==> src/rtl/axi_rd_burst_seq.sv <==
// -----------------------------------------------------------------------------
// axi_rd_burst_seq
//
// Read-burst sequencer. Sits between the AXI slave arlen FIFO and the memory
// read-command port. For every arlen entry it pops one FIFO word and issues
// arlen+1 single-beat read commands. Each command carries its beat index and a
// last flag so the R-channel logic downstream can drive rlast.
//
// Handshake: a command beat transfers on a rising clk edge where
// mem_cmd_valid && mem_cmd_ready. Once valid is raised, valid/beat/last hold
// stable until the beat is accepted; the only way valid drops early is flush.
//
// Optional feature (macro AXI_RD_SEQ_LEN_CHK_EN):
//   defined   - arlen above MAX_LEN is clamped to MAX_LEN on load and sets the
//               sticky len_err flag (cleared only by rst_n).
//   undefined - no clamp, len_err tied to 0.
//
// Ports:
//   clk, rst_n         clock, asynchronous active-low reset
//   arlen_fifo_empty   FIFO empty flag
//   arlen_fifo_dout    FIFO head word, valid whenever empty=0
//   arlen_fifo_rd      pop strobe (active-high, same cycle as the load)
//   flush              synchronous abort of the current burst
//   mem_cmd_valid      read command valid
//   mem_cmd_ready      memory accepts the command
//   mem_cmd_beat       beat index within the burst, 0..len
//   mem_cmd_last       final beat of the burst
//   seq_busy           burst in progress
//   burst_done         one-cycle pulse the cycle after the last beat is accepted
//   len_err            sticky length error (0 when the check is compiled out)
//   dbg_state          FSM state (0=IDLE, 1=BURST)
// -----------------------------------------------------------------------------
module axi_rd_burst_seq #(
  parameter int LEN_W   = 8,
  parameter int MAX_LEN = 15
) (
  input  logic             clk,
  input  logic             rst_n,
  input  logic             arlen_fifo_empty,
  input  logic [LEN_W-1:0] arlen_fifo_dout,
  output logic             arlen_fifo_rd,
  input  logic             flush,
  output logic             mem_cmd_valid,
  input  logic             mem_cmd_ready,
  output logic [LEN_W-1:0] mem_cmd_beat,
  output logic             mem_cmd_last,
  output logic             seq_busy,
  output logic             burst_done,
  output logic             len_err,
  output logic             dbg_state
);

  typedef enum logic {
    IDLE  = 1'b0,
    BURST = 1'b1
  } state_e;

  state_e           state_q;
  logic [LEN_W-1:0] len_q;
  logic [LEN_W-1:0] beat_q;
  logic             done_q;

  logic             in_burst;
  logic             beat_last;
  logic             accept;
  logic             load;
  logic [LEN_W-1:0] load_len;

  assign in_burst  = (state_q == BURST);
  assign beat_last = in_burst && (beat_q == len_q);
  assign accept    = in_burst && mem_cmd_ready;

  // A new burst is loaded either from IDLE or in the very cycle the previous
  // burst's last beat is accepted, which removes the idle bubble between
  // back-to-back bursts. Flush suppresses the pop for that cycle.
  assign load = !flush && !arlen_fifo_empty && (!in_burst || (accept && beat_last));

  // Gated by rst_n so the pop strobe is also 0 while reset is held.
  assign arlen_fifo_rd = rst_n && load;

`ifdef AXI_RD_SEQ_LEN_CHK_EN
  localparam logic [LEN_W-1:0] LenCap = LEN_W'(MAX_LEN);

  logic len_over;
  logic err_q;

  assign len_over = (arlen_fifo_dout > LenCap);
  assign load_len = len_over ? LenCap : arlen_fifo_dout;

  // Sticky until reset; flush deliberately leaves it alone.
  always_ff @(posedge clk or negedge rst_n) begin
    if (!rst_n) begin
      err_q <= 1'b0;
    end else if (load && len_over) begin
      err_q <= 1'b1;
    end
  end

  assign len_err = err_q;
`else
  assign load_len = arlen_fifo_dout;
  assign len_err  = 1'b0;

  // MAX_LEN only shapes the optional clamp; keep it referenced here.
  if (MAX_LEN < 0) begin : g_max_len_neg
  end
`endif

  // Sequencer FSM. Flush wins over every other transition.
  always_ff @(posedge clk or negedge rst_n) begin
    if (!rst_n) begin
      state_q <= IDLE;
      len_q   <= '0;
      beat_q  <= '0;
      done_q  <= 1'b0;
    end else begin
      done_q <= 1'b0;
      if (flush) begin
        state_q <= IDLE;
      end else if (load) begin
        state_q <= BURST;
        len_q   <= load_len;
        beat_q  <= '0;
        // Loading while in a burst means the previous last beat just went out.
        done_q  <= in_burst;
      end else if (accept) begin
        if (beat_last) begin
          state_q <= IDLE;
          done_q  <= 1'b1;
        end else begin
          beat_q <= beat_q + LEN_W'(1);
        end
      end
    end
  end

  assign mem_cmd_valid = in_burst;
  assign seq_busy      = in_burst;
  assign mem_cmd_beat  = in_burst ? beat_q : '0;
  assign mem_cmd_last  = beat_last;
  assign burst_done    = done_q;
  assign dbg_state     = state_q;

endmodule
==> config.mk <==
export PLATFORM = sky130hd
export DESIGN_NAME = axi_rd_burst_seq
export DESIGN_NICKNAME = d
export VERILOG_FILES = /design/src/rtl/axi_rd_burst_seq.sv
export SDC_FILE = /design/constraint.sdc
export NUM_CORES = 1
export LEC_CHECK = 0
export CAP_MARGIN = 20
export CORE_MARGIN = 2
export CORE_UTILIZATION = 40
export DETAILED_ROUTE_END_ITERATION = 10
export PLACE_DENSITY = 0.72
export SLEW_MARGIN = 20
export SYNTH_ARGS = -nofsm -noshare
export SYNTH_HDL_FRONTEND = slang
export SYNTH_SLANG_ARGS = --single-unit
export TNS_END_PERCENT = 20
==> constraint.sdc <==
create_clock -name clk -period 5 [get_ports clk]
set_clock_uncertainty 0.1 [all_clocks]
set_input_delay 0.75 -clock clk [delete_from_list [all_inputs] [get_ports clk]]
set_output_delay 0.75 -clock clk [all_outputs]
set_load 0.03 [all_outputs]
==> impl_metrics.sql, run 1 <==
INSERT INTO impl_metrics (metric_group, metric, value, unit) VALUES
('route', 'met2_wirelength', '957', 'um'),
('route', 'route.vias.total', '743', ''),
('route', 'detailedRoute.firstIterationViolations', '11', ''),
('synthesis', 'synth_seq_cells', '18', ''),
('place', 'dp_hpwl', '1.41', 'mm'),
('grt', 'global_route_wire_length_before_repair', '3.07', 'mm'),
('clock_tree', 'clock_sinks', '18', ''),
('route', 'vias_per_cell', '5.02', ''),
('synthesis', 'ys_top_cells_by_area', 'dfrtp_1, xnor2_1, mux2_2', ''),
('layout', 'post_route_cells_drive_above_1_share', '0.178', ''),
('clock_tree', 'worstSkewPairLatency', '300', 'ps'),
('clock_tree', 'post_cts_resize_count', '0', ''),
('synthesis', 'synthDominantCellAreaShare', '0.443', ''),
('route', 'route.layer.met1.wl', '839', 'um'),
('setup_path', 'timing.critical_path.fanout_max', '15', ''),
('power_and_ir_drop', 'total_leakage_power', '0.560', 'nW'),
('route', 'wire_per_inst', '12.9', 'um'),
('min_path', 'min_path_type', 'reg2reg', ''),
('floorplan', 'floorplan.die_area', '0.00296', 'sq mm'),
('run_status', 'outcome', 'finished clean', ''),
('timing', 'hold_slack', '437', 'ps'),
('layout', 'synthToLayoutAreaGrowth', '30.7', '%'),
('timing', 'rsz_0062_raised_after_global_routing', 'no', ''),
('power_and_ir_drop', 'cell_int_power', '254', 'uW'),
('power_and_ir_drop', 'power.density_cell_area', '267', 'mW/mm^2'),
('power_and_ir_drop', 'p_seq_frac', '0.502', ''),
('layout', 'final_cell_count_no_fill', '148', ''),
('clock_tree', 'cts.path.max_buffers', '2', ''),
('timing', 'timing.final.max_slew_violations', '0', ''),
('power_and_ir_drop', 'power_share_of_the_combinational_group', '0.241', ''),
('power_and_ir_drop', 'netSwitchingPower', '100', 'uW'),
('floorplan', 'design.core.area', '0.00243', 'sq mm'),
('layout', 'antenna-diode-count', '0', ''),
('power_and_ir_drop', 'power.switching_fraction', '0.283', ''),
('synthesis', 'yosys_warnings', '0', ''),
('timing', 'post-route-period-util', '0.746', ''),
('timing', 'setup_total_negative_slack', '0', 'ps'),
('route', 'antenna_violating_nets_left', '0', ''),
('synthesis', 'post-synth-top-area-cell', 'dfrtp_1', ''),
('clock_tree', 'cts_tree', 'built', ''),
('clock_tree', 'post_cts_hold_buffer_count', '0', ''),
('timing', 'achievable-frequency', '0.268', 'GHz'),
('grt', 'grt-ovfl-total', '0', ''),
('grt', 'grt_max_degree', '20', ''),
('timing', 'final-hold-violation-count', '0', ''),
('synthesis', 'seq_area_frac_synth', '0.443', ''),
('grt', 'total_routing_usage_reported_by_global_routing', '0.148', ''),
('grt', 'grt_antenna_before_repair', '0', ''),
('synthesis', 'synthesis.area', '0.00102', 'sq mm'),
('synthesis', 'syn-instance-count', '91', ''),
('clock_tree', 'clk_pin_slew', '100', 'ps'),
('synthesis', 'yosysUniqueCellTypes', '28', ''),
('clock_tree', 'clk_root_buffer_cell', 'clkbuf_4', ''),
('route', 'topRoutingLayerUsed', 'met4', ''),
('route', 'drc_errors', '0', ''),
('route', 'detail_route.wirelength', '1.91', 'mm'),
('route', 'detail_route.first_pass.iterations', '4', ''),
('place', 'place.gp.congestion', '0.830', ''),
('place', 'place_inst', '144', ''),
('grt', 'vias_in_the_first_global_route', '720', ''),
('clock_tree', 'cts_inserted_buffers', '3', ''),
('setup_path', 'critPathLaunchType', 'flip-flop', ''),
('clock_tree', 'post_cts_buffers', '0', ''),
('synthesis', 'syn_avg_cell_area', '11.2', 'sq um'),
('power_and_ir_drop', 'power.share.clock', '0.257', ''),
('floorplan', 'io_pins', '28', ''),
('run', 'max_cap_violations', '0', ''),
('floorplan', 'rows', '18', ''),
('setup_path', 'worst_ep_arrival_time', '2880', 'ps'),
('layout', 'design.final.nets', '133', ''),
('clock_tree', 'cts.htree.levels', '1', ''),
('setup_path', 'critical_path_class', 'reg2out', ''),
('floorplan', 'chipWidth', '54.4', 'um'),
('power_and_ir_drop', 'worst_ir_drop_vdd', '0.000157', 'V'),
('synthesis', 'postSynthNetCount', '105', ''),
('route', 'detailroute.wirelength.met3', '64', 'um'),
('timing', 'final_period_minus_worst_setup_slack', '3730', 'ps'),
('place', 'port_buffers', '26', ''),
('setup_path', 'critical_path.endpoint_type', 'output port', ''),
('floorplan', 'die_height', '54.4', 'um'),
('floorplan', 'floorplan.initialDensity', '0.418', ''),
('setup_path', 'worstPathRequired', '4150', 'ps'),
('timing', 'timing.final.setup_violations', '0', '');
==> synth_stat cells (all sizes together) <==
cell type	n
xor2	6
o211ai	1
xnor2	8
dfrtp	18
ha	1
and3	1
o2111ai	3
o21ai	2
nand4	2
clkbuf	1
nand3	2
and2	10
a22o	1
buf	4
nor3b	1
o31ai	1
nor2	11
nand3b	1
mux2	9
nor3	1
a21oi	2
nor2b	1
conb	1
a211o	1
inv	2
==> cell type report <==
type	instances	area [sq um]
timing repair buffer	28	275
fill	223	1100
inverter	2	7.51
clock buffer	4	36.3
tap	30	37.5
sequential	18	450
multi-input combinational	66	520
==> worst paths after layout <==
kind	startpoint	end	slack, ps	cells after the start
setup / recovery	beat_q[3]	arlen_fifo_rd	1270	7
hold / removal	len_q[4]	len_q[4]	440	1
setup reg to reg	beat_q[3]	len_q[5]	2680	6
hold reg to reg	len_q[4]	len_q[4]	440	1
max in group asynchronous	rst_n	len_q[4]	3940	2
min in group asynchronous	rst_n	beat_q[6]	670	2
==> power groups by stage <==
stage               Combinational [mW]  Clock [mW]  Sequential (mW)
floorplan                       0.0601           0            0.178
global placement                0.0837           0            0.180
detailed placement              0.0855           0            0.181
CTS                             0.0865      0.0953            0.178
global route                    0.0925       0.102            0.181
finish                          0.0853      0.0908            0.178
==> routing by layer <==
metal  GRT usage  vias to the layer above
met2       0.251                       17
met3      0.0164                        5
li1            -                      364
met1       0.179                      357
met5           0                        -
met4      0.0875                        0
==> stage by stage <==
stage | util | total power [mW] | cell area (sq um) | setup WS (ps)
6_report | 0.546 | 0.354 | 1330 | 1270
5_1_grt | 0.546 | 0.376 | 1330 | 1090
4_1_cts | 0.546 | 0.360 | 1330 | 1230
3_5_place_dp | 0.531 | 0.267 | 1290 | 1270
3_3_place_gp | 0.531 | 0.264 | 1290 | 1310
2_1_floorplan | - | 0.238 | 1020 | 2310
==> worst max-delay path: stages (launching register included) <==
cell	delay, ps
dfrtp_1	470
xnor2_1	230
nand4_2	270
o31ai_2	320
nor3b_4	220
buf_4	250
and2_2	170
clkdlybuf4s50_1	650
==> cell usage in the layout (no fill, tap or decap), types with 2 or more instances in the layout <==
cell type        instances
nor2_1                  11
dfrtp_1                 18
and2_2                   2
nand4_2                  2
mux2_4                   3
o2111ai_1                3
mux2_2                   6
and2_1                   8
clkbuf_4                 3
a21oi_1                  2
o21ai_0                  2
xnor2_1                  8
xor2_1                   6
nand3_1                  2
inv_1                    2
clkdlybuf4s50_1         26
buf_4                    2
==> cells by family after synthesis <==
family | Yosys count | share of synthesized area
simple gates | 30 | 0.182
xor+xnor | 14 | 0.121
flops | 18 | 0.443
fa+ha+maj | 1 | 0.0123
buf+inv | 7 | 0.0443
compound gates | 11 | 0.0825
other cells | 1 | 0.00369
mux | 9 | 0.111
==> sequential cells by signal (all words and copies together) (netlist names) <==
name	count
beat_q	8
dbg_state	1
burst_done	1
len_q	8
Power figures use the tool's default switching activity.
==> run 2: changes to the inputs <==
==> constraint.sdc (replaced) <==
create_clock -name clk -period 3.9 [get_ports clk]
set_clock_uncertainty 0.1 [all_clocks]
set_input_delay 0.585 -clock clk [delete_from_list [all_inputs] [get_ports clk]]
set_output_delay 0.585 -clock clk [all_outputs]
set_load 0.03 [all_outputs]
==> impl_metrics.sql, run 2 (synthesized netlist as in run 1, its figures left out) <==
INSERT INTO impl_metrics (metric_group, metric, value, unit) VALUES
('power_and_ir_drop', 'netSwitchingPower', '125', 'uW'),
('timing', 'setup_total_negative_slack', '0', 'ps'),
('layout', 'most-common-layout-cells', 'clkdlybuf4s50_1, dfrtp_1, nor2_1', ''),
('layout', 'design.final.nets', '133', ''),
('route', 'detailedRoute.firstIterationViolations', '14', ''),
('clock_tree', 'cts_inserted_buffers', '3', ''),
('timing', 'timing.final.setup_violations', '0', ''),
('floorplan', 'floorplan.die_area', '0.00296', 'sq mm'),
('power_and_ir_drop', 'power.total', '450', 'uW'),
('place', 'port_buffers', '26', ''),
('layout', 'layout_top_registers', 'beat_q (8), len_q (8)', ''),
('route', 'vias_per_cell', '5.11', ''),
('layout', 'final_common_cell', 'clkdlybuf4s50_1', ''),
('power_and_ir_drop', 'power_share_of_the_combinational_group', '0.241', ''),
('setup_path', 'timing.critical_path.fanout_max', '9', ''),
('clock_tree', 'post_cts_buffers', '0', ''),
('timing', 'timing.final.max_slew_violations', '0', ''),
('setup_path', 'timing.critical_path.buf_inv', '1', ''),
('place', 'dp_hpwl', '1.46', 'mm'),
('floorplan', 'floorplan.initialDensity', '0.418', ''),
('route', 'antenna_violating_nets_left', '0', ''),
('route', 'drc_errors', '0', ''),
('layout', 'count_of_filler_cells_inserted_in_the_layout', '225', ''),
('timing', 'post-route-period-util', '0.845', ''),
('floorplan', 'io_pins', '28', ''),
('setup_path', 'critical_path.endpoint_type', 'output port', ''),
('power_and_ir_drop', 'p_seq_frac', '0.509', ''),
('clock_tree', 'clk_pin_slew', '100', 'ps'),
('power_and_ir_drop', 'power.share.clock', '0.249', ''),
('clock_tree', 'cts.path.max_buffers', '2', ''),
('route', 'detail_route.wirelength', '1.95', 'mm'),
('setup_path', 'worst_ep_arrival_time', '2610', 'ps'),
('grt', 'busiest_layer', 'met2', ''),
('power_and_ir_drop', 'cell_int_power', '325', 'uW'),
('clock_tree', 'post_cts_hold_buffer_count', '0', ''),
('power_and_ir_drop', 'worst_ir_drop_vdd', '0.000162', 'V'),
('clock_tree', 'cts_tree', 'built', ''),
('timing', 'achievable-frequency', '0.303', 'GHz'),
('min_path', 'min_path_type', 'reg2reg', ''),
('setup_path', 'max_stage_delay', '660', 'ps'),
('clock_tree', 'worstSkewPairLatency', '290', 'ps'),
('floorplan', 'design.core.area', '0.00243', 'sq mm'),
('power_and_ir_drop', 'power.switching_fraction', '0.278', ''),
('timing', 'final_period_minus_worst_setup_slack', '3300', 'ps'),
('clock_tree', 'clock_sinks', '18', ''),
('grt', 'vias_in_the_first_global_route', '716', ''),
('setup_path', 'critPathTopFamily', 'simple AND/OR/NAND/NOR gates', ''),
('grt', 'grt_max_degree', '19', ''),
('setup_path', 'cp_cell_sequence', 'xnor2_1 -> nand4_2 -> o31ai_2 -> nor3b_4 -> and2_2 -> clkdlybuf4s50_1', ''),
('route', 'route.vias.total', '757', ''),
('clock_tree', 'cts.htree.levels', '1', ''),
('floorplan', 'chipWidth', '54.4', 'um'),
('layout', 'synthToLayoutAreaGrowth', '30.7', '%'),
('run_status', 'outcome', 'finished clean', ''),
('route', 'wire_per_inst', '13.2', 'um'),
('grt', 'grt_antenna_before_repair', '0', ''),
('grt', 'global_route_wire_length_before_repair', '3.25', 'mm'),
('timing', 'final-hold-violation-count', '0', ''),
('layout', 'antenna-diode-count', '0', ''),
('run', 'max_cap_violations', '0', ''),
('grt', 'grt-ovfl-total', '0', ''),
('setup_path', 'cpMaxStageDelayCell', 'clkdlybuf4s50_1', ''),
('grt', 'global_route.usage.met3', '0.0410', ''),
('layout', 'post_route_cells_drive_above_1_share', '0.178', ''),
('power_and_ir_drop', 'total_leakage_power', '0.560', 'nW'),
('floorplan', 'rows', '18', ''),
('place', 'place.gp.congestion', '0.804', ''),
('timing', 'rsz_0062_raised_after_global_routing', 'no', ''),
('setup_path', 'critical_path_class', 'reg2out', ''),
('clock_tree', 'clk_root_buffer_cell', 'clkbuf_4', ''),
('clock_tree', 'post_cts_resize_count', '0', ''),
('grt', 'total_routing_usage_reported_by_global_routing', '0.158', ''),
('route', 'detail_route.first_pass.iterations', '4', ''),
('grt', 'use_met2', '0.273', ''),
('grt', 'groute.layer.met1.usage', '0.187', ''),
('setup_path', 'worstPathRequired', '3210', 'ps'),
('floorplan', 'die_height', '54.4', 'um'),
('setup_path', 'critPathLaunchType', 'flip-flop', ''),
('power_and_ir_drop', 'power.density_cell_area', '339', 'mW/mm^2');
run 2: worst reg2reg max path, stage by stage (launching register included):
cell     delay, ps
dfrtp_1        460
xnor2_1        210
nand4_2        250
o31ai_2        330
nor3b_4        250
buf_4          260
mux2_2         370
run 2: power by group through the flow:
| stage | sequential (mW) | clock (mW) | combinational (mW) |
|---|---|---|---|
| 2_1_floorplan | 0.228 | 0 | 0.0771 |
| 3_3_place_gp | 0.232 | 0 | 0.107 |
| 3_5_place_dp | 0.234 | 0 | 0.110 |
| 4_1_cts | 0.230 | 0.115 | 0.110 |
| 5_1_grt | 0.234 | 0.125 | 0.118 |
| 6_report | 0.229 | 0.112 | 0.109 |
run 2: worst paths after layout:
| kind | from | endpoint | slack, ps | cells past startpoint |
|---|---|---|---|---|
| max in group asynchronous | rst_n | beat_q[7] | 2910 | 2 |
| min | len_q[4] | len_q[4] | 440 | 1 |
| min reg2reg | len_q[4] | len_q[4] | 440 | 1 |
| min in group asynchronous | rst_n | len_q[4] | 590 | 2 |
| max | beat_q[3] | arlen_fifo_rd | 600 | 6 |
| max reg2reg | beat_q[3] | len_q[6] | 1570 | 6 |
run 2: routing by layer:
metal / vias up / share of wire / wire [um]
met4: 0 / 0.014 / 28
li1: 361 / - / -
met5: - / 0 / 0
met3: 2 / 0.048 / 93
met1: 375 / 0.45 / 868
met2: 19 / 0.49 / 956
run 2: through the flow:
stage / cells / setup slack [ps] / cell area [sq um] / hold WS, ps / utilization
after floorplan: 91 / 1380 / 1020 / 189 / -
after CTS: 148 / 582 / 1330 / 444 / 0.546
after global placement: 144 / 736 / 1290 / 417 / 0.531
after global routing: 148 / 456 / 1330 / 461 / 0.546
after detailed placement: 144 / 706 / 1290 / 420 / 0.531
final: 148 / 604 / 1330 / 439 / 0.546
run 2: cell type report:
cell class | instances | area, sq um | area share
Timing Repair Buffer | 28 | 275 | 0.207
Tap cell | 30 | 37.5 | 0.0283
Clock buffer | 4 | 36.3 | 0.0273
Sequential cell | 18 | 450 | 0.339
Multi-Input combinational cell | 66 | 520 | 0.392
Inverter | 2 | 7.51 | 0.00566
